===== config.mk =====
export PLATFORM = sky130hd
export DESIGN_NAME = kernel_conv3x3
export DESIGN_NICKNAME = d
export VERILOG_FILES = /design/src/rtl/kernel_conv3x3.sv
export SDC_FILE = /design/constraint.sdc
export NUM_CORES = 2
export LEC_CHECK = 0
export BUFFER_PORTS_ARGS = -buffer_cell sky130_fd_sc_hd__buf_4
export CAP_MARGIN = 20
export CORE_MARGIN = 5
export CORE_UTILIZATION = 55
export DETAILED_ROUTE_END_ITERATION = 16
export PLACE_DENSITY_LB_ADDON = 0.1
export SYNTH_ARGS = -nofsm -noshare
export SYNTH_HDL_FRONTEND = slang
export SYNTH_SLANG_ARGS = --single-unit
export TNS_END_PERCENT = 100

===== constraint.sdc =====
create_clock -name clk -period 11.45 [get_ports clk]
set_input_delay 0.5725 -clock clk [delete_from_list [all_inputs] [get_ports clk]]
set_output_delay 0.5725 -clock clk [all_outputs]
set_load 0.01 [all_outputs]

===== src/rtl/kernel_conv3x3.sv =====
// Programmable signed 3x3 convolution with round/shift/clamp; non-pixel words pass through in 3 cycles.
// Optional macro KERNEL_CONV_BYPASS_EN adds a frame-latched bypass that outputs the center element.
module kernel_conv3x3 #(
   parameter int PIXEL_WIDTH = 10,
   parameter int DATA_WIDTH  = 16,
   parameter int COEF_WIDTH  = 8,
   parameter int SHIFT_WIDTH = 4,
   parameter int DTYPE_WIDTH = 8,
   parameter logic [DTYPE_WIDTH-1:0] DTYPE_FRAME_START = 8'h01,
   parameter logic [DTYPE_WIDTH-1:0] DTYPE_PIXEL_MASK  = 8'hE0
) (
   input  logic                     clk,
   input  logic                     resetb,
   input  logic                     dvi,
   input  logic [DTYPE_WIDTH-1:0]   dtypei,
   input  logic [DATA_WIDTH-1:0]    meta_datai,
   input  logic [9*PIXEL_WIDTH-1:0] kernel_datai,
   input  logic                     coef_we,
   input  logic [3:0]               coef_addr,
   input  logic [COEF_WIDTH-1:0]    coef_wdata,
   output logic                     dvo,
   output logic [DTYPE_WIDTH-1:0]   dtypeo,
   output logic [DATA_WIDTH-1:0]    datao
);
   localparam int PROD_W = PIXEL_WIDTH + COEF_WIDTH + 1;
   localparam int SUM_W  = PIXEL_WIDTH + COEF_WIDTH + 5;
   localparam logic [COEF_WIDTH-1:0] COEF_ONE = {{(COEF_WIDTH-1){1'b0}}, 1'b1};

   logic signed [COEF_WIDTH-1:0]  stage_coef_r [9];
   logic signed [COEF_WIDTH-1:0]  stage_coef_s [9];
   logic signed [COEF_WIDTH-1:0]  act_coef_r   [9];
   logic [SHIFT_WIDTH-1:0]        stage_shift_r, stage_shift_s, act_shift_r;
   logic                          frame_start_s;
   logic [PIXEL_WIDTH-1:0]        pix_s [9];

   logic signed [PROD_W-1:0]      s1_prod_r [9];
   logic                          s1_dv_r, s2_dv_r;
   logic [DTYPE_WIDTH-1:0]        s1_dtype_r, s2_dtype_r;
   logic [DATA_WIDTH-1:0]         s1_meta_r, s2_meta_r;
   logic [SHIFT_WIDTH-1:0]        s1_shift_r, s2_shift_r;
   logic signed [SUM_W-1:0]       sum_s, s2_sum_r, round_s, shifted_s;
   logic [PIXEL_WIDTH-1:0]        clamp_s;
   logic [DATA_WIDTH-1:0]         datao_s;
`ifdef KERNEL_CONV_BYPASS_EN
   logic                          stage_bypass_r, stage_bypass_s, act_bypass_r;
   logic                          s1_bypass_r, s2_bypass_r;
   logic [PIXEL_WIDTH-1:0]        s1_center_r, s2_center_r;
`endif

   assign frame_start_s = dvi && (dtypei == DTYPE_FRAME_START);

   // Unpack the window and apply this cycle's write to the staging image.
   always_comb begin
      for (int i = 0; i < 9; i++) begin
         pix_s[i] = kernel_datai[i*PIXEL_WIDTH +: PIXEL_WIDTH];
      end
      stage_coef_s  = stage_coef_r;
      stage_shift_s = stage_shift_r;
`ifdef KERNEL_CONV_BYPASS_EN
      stage_bypass_s = stage_bypass_r;
`endif
      if (coef_we) begin
         if (coef_addr < 4'd9) begin
            stage_coef_s[coef_addr] = coef_wdata;
         end else if (coef_addr == 4'd9) begin
            stage_shift_s = coef_wdata[SHIFT_WIDTH-1:0];
`ifdef KERNEL_CONV_BYPASS_EN
         end else if (coef_addr == 4'd10) begin
            stage_bypass_s = coef_wdata[0];
`endif
         end else begin
            stage_shift_s = stage_shift_r;
         end
      end else begin
         stage_shift_s = stage_shift_r;
      end
   end

   // Staging and active banks; active follows the written staging image at frame start.
   always_ff @(posedge clk or negedge resetb) begin
      if (!resetb) begin
         for (int i = 0; i < 9; i++) begin
            stage_coef_r[i] <= (i == 4) ? COEF_ONE : '0;
            act_coef_r[i]   <= (i == 4) ? COEF_ONE : '0;
         end
         stage_shift_r <= '0;
         act_shift_r   <= '0;
`ifdef KERNEL_CONV_BYPASS_EN
         stage_bypass_r <= 1'b0;
         act_bypass_r   <= 1'b0;
`endif
      end else begin
         stage_coef_r  <= stage_coef_s;
         stage_shift_r <= stage_shift_s;
`ifdef KERNEL_CONV_BYPASS_EN
         stage_bypass_r <= stage_bypass_s;
`endif
         if (frame_start_s) begin
            act_coef_r  <= stage_coef_s;
            act_shift_r <= stage_shift_s;
`ifdef KERNEL_CONV_BYPASS_EN
            act_bypass_r <= stage_bypass_s;
`endif
         end
      end
   end

   // Product sum, round, arithmetic shift and clamp.
   always_comb begin
      sum_s = '0;
      for (int i = 0; i < 9; i++) begin
         sum_s = sum_s + s1_prod_r[i];
      end
      round_s = '0;
      if (s2_shift_r != '0) begin
         round_s[s2_shift_r - 1'b1] = 1'b1;
      end else begin
         round_s = '0;
      end
      shifted_s = (s2_sum_r + round_s) >>> s2_shift_r;
      if (shifted_s[SUM_W-1]) begin
         clamp_s = '0;
      end else if (shifted_s[SUM_W-2:PIXEL_WIDTH] != '0) begin
         clamp_s = '1;
      end else begin
         clamp_s = shifted_s[PIXEL_WIDTH-1:0];
      end
`ifdef KERNEL_CONV_BYPASS_EN
      if (s2_bypass_r) begin
         clamp_s = s2_center_r;
      end else begin
         clamp_s = clamp_s;
      end
`endif
      if (s2_dv_r && ((s2_dtype_r & DTYPE_PIXEL_MASK) != '0)) begin
         datao_s = {{(DATA_WIDTH-PIXEL_WIDTH){1'b0}}, clamp_s};
      end else begin
         datao_s = s2_meta_r;
      end
   end

   // Three-stage datapath with sideband delay; outputs hold during bubbles.
   always_ff @(posedge clk or negedge resetb) begin
      if (!resetb) begin
         for (int i = 0; i < 9; i++) begin
            s1_prod_r[i] <= '0;
         end
         {s1_dv_r, s1_dtype_r, s1_meta_r, s1_shift_r} <= '0;
         {s2_dv_r, s2_dtype_r, s2_meta_r, s2_shift_r, s2_sum_r} <= '0;
         dvo    <= 1'b0;
         dtypeo <= '0;
         datao  <= '0;
`ifdef KERNEL_CONV_BYPASS_EN
         {s1_bypass_r, s1_center_r, s2_bypass_r, s2_center_r} <= '0;
`endif
      end else begin
         for (int i = 0; i < 9; i++) begin
            s1_prod_r[i] <= $signed({1'b0, pix_s[i]}) * act_coef_r[i];
         end
         s1_dv_r    <= dvi;
         s1_dtype_r <= dtypei;
         s1_meta_r  <= meta_datai;
         s1_shift_r <= act_shift_r;
         s2_dv_r    <= s1_dv_r;
         s2_dtype_r <= s1_dtype_r;
         s2_meta_r  <= s1_meta_r;
         s2_shift_r <= s1_shift_r;
         s2_sum_r   <= sum_s;
`ifdef KERNEL_CONV_BYPASS_EN
         s1_bypass_r <= act_bypass_r;
         s1_center_r <= pix_s[4];
         s2_bypass_r <= s1_bypass_r;
         s2_center_r <= s1_center_r;
`endif
         dvo <= s2_dv_r;
         if (s2_dv_r) begin
            dtypeo <= s2_dtype_r;
            datao  <= datao_s;
         end
      end
   end
endmodule


==> impl_metrics.tcl <==
set metrics [dict create \
    outcome "finished, final reports clean" \
    drtIter0Drc 1439 \
    insertion_delay_ns 0.61 \
    use_met2_pct 40.5 \
    period_share_pct 49.8 \
    grt-ovfl-total 0 \
    ir_worst_vdd_v 0.00109 \
    io_buffer_count 154 \
    grt_use_met1_pct 33.5 \
    cts_setup_buffers 0 \
    drc 0 \
    grt_pass1_wl_um 164000 \
    hp-class "input pin to flip-flop" \
    synth_cell_types 94 \
    cts_tree "built" \
    fin_crit_ns 5.70 \
    synth_nets 5380 \
    cts_made_buffers 49 \
    drt-total-wl_um 101000 \
    ant_nets 0 \
    grt.total_usage_pct 24.3 \
    vias_per_cell 5.32 \
    multi_input_area_mm2 0.0290 \
    grt.busiest_layer "met2" \
    power_uw 11100 \
    cts_root_buf "clkbuf_16" \
    worst_ep_arrival_time_ns 6.18 \
    htreeDepth 2 \
    maxCapViolCount 0 \
    fin_worst_skew_ns 0.0262 \
    p_per_area_mw_per_mm2 235 \
    tightest_slew_ns 0.936 \
    async_flop_share_pct 100 \
    grt_pass1_vias 30200 \
    timing.rr.start "s1_prod_r[116]" \
    wl_per_cell_um 18.6 \
    synth_area_mm2 0.0433 \
    grt_max_degree 85 \
    critPathRequiredTime_ns 11.93 \
    rsz0062_at_grt "false" \
    post-dp-hpwl_um 81300 \
    criticalPathCategory "flip-flop to flip-flop" \
    startpoint "s1_prod_r[116]" \
    ff_latch_area_mm2 0.0107 \
    yosysSeqAreaShare_pct 24.8 \
    layout-area-overhead-vs-synth_pct 8.62 \
    power_leakage_uw 0.0237 \
    worst_setup_path_end_kind "flip-flop" \
    die_x_um 291 \
    clk_transition_reported_paths_ns 0.06 \
    die_height_um 291 \
    ys_ff_latch 429 \
    cp_max_fo 3 \
    start_util_pct 55.7 \
    core_area_mm2 0.0777 \
    rows 102 \
    die-area_mm2 0.0844 \
    synth_cells 4210 \
    fmax_mhz 175 \
    setup_viol 0 \
    synth.yosys.warnings 0 \
    synth-edff-count 0 \
    vias 28700 \
    hold_viol 0 \
    hold_start "meta_datai[1]" \
    final.fill_count 6681 \
    dr.pass1.iters 5 \
    slew_headroom_pct 37.6 \
    start_kind "flip-flop" \
    nets 5493 \
    synthFlopType "dfrtp_1" \
    finalSetupTns_ns 0 \
    gp_congestion 0.907 \
    drive_above_1_share_pct 10.3 \
    met3_usage_pct 4.23 \
    syn_avg_cell_area_um2 10.3 \
    antenna_found_initial 16 \
    cts.sinks 429 \
    slew_violations 0 \
    cts_max_path_buffers 3 \
    ios 155 \
]
path summary, 6_finish.rpt:
kind | to | depth (start not counted) | slack [ns]
max | s2_sum_r[22] | 20 | 5.75
max reg2reg | s2_sum_r[22] | 20 | 5.75
min in group asynchronous | act_coef_r[26] | 2 | 0.57
min | s1_meta_r[1] | 1 | 0.07
max in group asynchronous | datao[10] | 4 | 8.64
min reg2reg | s2_meta_r[15] | 0 | 0.35
cell families (layout without fill, tap and decap cells):
logic type | count (synthesis) | in the layout | share of synthesized area, %
adders and majority gates | 1040 | 1040 | 40.1
xor gates and xnor gates | 122 | 122 | 2.47
AOI/OAI and AO/OA | 395 | 395 | 6.01
other | 1 | 2 | 0.00867
DFF | 429 | 429 | 24.8
and+or+nand+nor | 1124 | 1124 | 13.6
muxes | 181 | 181 | 4.76
buffers and inverters | 918 | 1068 | 8.28
synth_stat cells (22+ instances only):
library cell | number | area (um2)
ha_1 | 462 | 5780
nand2_1 | 311 | 1170
a21oi_1 | 105 | 526
mux2_2 | 156 | 1760
nor2b_1 | 22 | 138
xnor2_1 | 98 | 858
o21ai_0 | 99 | 495
and2_1 | 403 | 2520
dfrtp_1 | 427 | 10700
fa_1 | 578 | 11600
nor3_1 | 38 | 190
nor2_1 | 162 | 608
nand2b_1 | 78 | 488
a21boi_0 | 28 | 210
a21o_1 | 22 | 165
inv_1 | 810 | 3040
clkbuf_1 | 82 | 308
xor2_1 | 24 | 210
flip-flops by register name (all words and copies together), names as in the netlist:
| signal | cells |
|---|---|
| s2_shift_r | 4 |
| s1_dtype_r | 8 |
| s1_shift_r | 4 |
| s1_prod_r | 171 |
| s2_meta_r | 16 |
| datao | 16 |
| dvo | 1 |
| stage_shift_r | 4 |
| s2_dtype_r | 8 |
| act_shift_r | 4 |
| s2_sum_r | 23 |
| act_coef_r | 72 |
| s1_dv_r | 1 |
| s1_meta_r | 16 |
| stage_coef_r | 72 |
| dtypeo | 8 |
| s2_dv_r | 1 |
where the power goes:
part | internal, uW | switching, uW | total [uW]
logic | 2940 | 4360 | 7300
registers | 1900 | 235 | 2140
clock network | 950 | 676 | 1630
routing by layer:
layer / vias to the layer above / part of all wire [%]
met5: - / 0.11
met4: 16 / 2.7
met3: 171 / 5.6
met2: 609 / 48
met1: 14500 / 44
li1: 13500 / -
layout make-up:
cell class | instances | share of cell area [%]
Inverter | 810 | 6.47
Multi-Input combinational cell | 2863 | 61.6
Tap cell | 1040 | 2.77
Sequential cell | 429 | 22.8
Clock inverter | 29 | 0.809
Timing Repair Buffer | 170 | 2.78
Clock buffer | 59 | 2.73
Antenna cell | 1 | 0.00532
metrics by stage:
step / std cells / setup slack, ns / area (um2) / utilization [%] / hold WS, ns
6_report: 5401 / 5.75 / 47000 / 60.5 / 0.0691
5_1_grt: 5400 / 5.31 / 47000 / 60.5 / 0.0264
4_1_cts: 5399 / 5.77 / 47000 / 60.4 / 0.0291
3_5_place_dp: 5310 / 5.80 / 45300 / 58.3 / 0.335
3_3_place_gp: 5310 / 5.86 / 45300 / 58.3 / 0.332
2_1_floorplan: 4210 / 6.40 / 43300 / - / 0.277
timing repair:
item / 4_1_cts / 5_1_grt
gates resized for setup: 0 / 0
hold buffers: 1 / 0
endpoints found under the setup margin: 0 / 0
hold endpoints to repair: 76 / 0
placed cells by master (no fill, tap or decap), drive strengths merged, types with 38 or more instances in the layout:
| master | instances |
|---|---|
| nand2 | 311 |
| a21oi | 109 |
| mux2 | 156 |
| inv | 817 |
| dfrtp | 427 |
| buf | 169 |
| fa | 578 |
| clkbuf | 59 |
| nand2b | 78 |
| and2 | 403 |
| nor3 | 38 |
| xnor2 | 98 |
| nor2 | 163 |
| o21ai | 106 |
| ha | 462 |
worst max-delay path: stages (launching register included):
cell and delay (ns):
dfrtp_1 0.41, fa_1 0.51, fa_1 0.53, inv_1 0.06, fa_1 0.53, inv_1 0.05
fa_1 0.43, ha_1 0.21, inv_1 0.08, fa_1 0.22, nor2b_1 0.05, o21ai_0 0.18
a21boi_0 0.15, o21ai_0 0.18, nand2b_1 0.13, a311oi_1 0.52, o21ai_0 0.29, o31ai_1 0.39
o21ai_0 0.20, o41a_1 0.35, xnor2_1 0.13
Note: power is estimated with default switching activity, not from simulation.
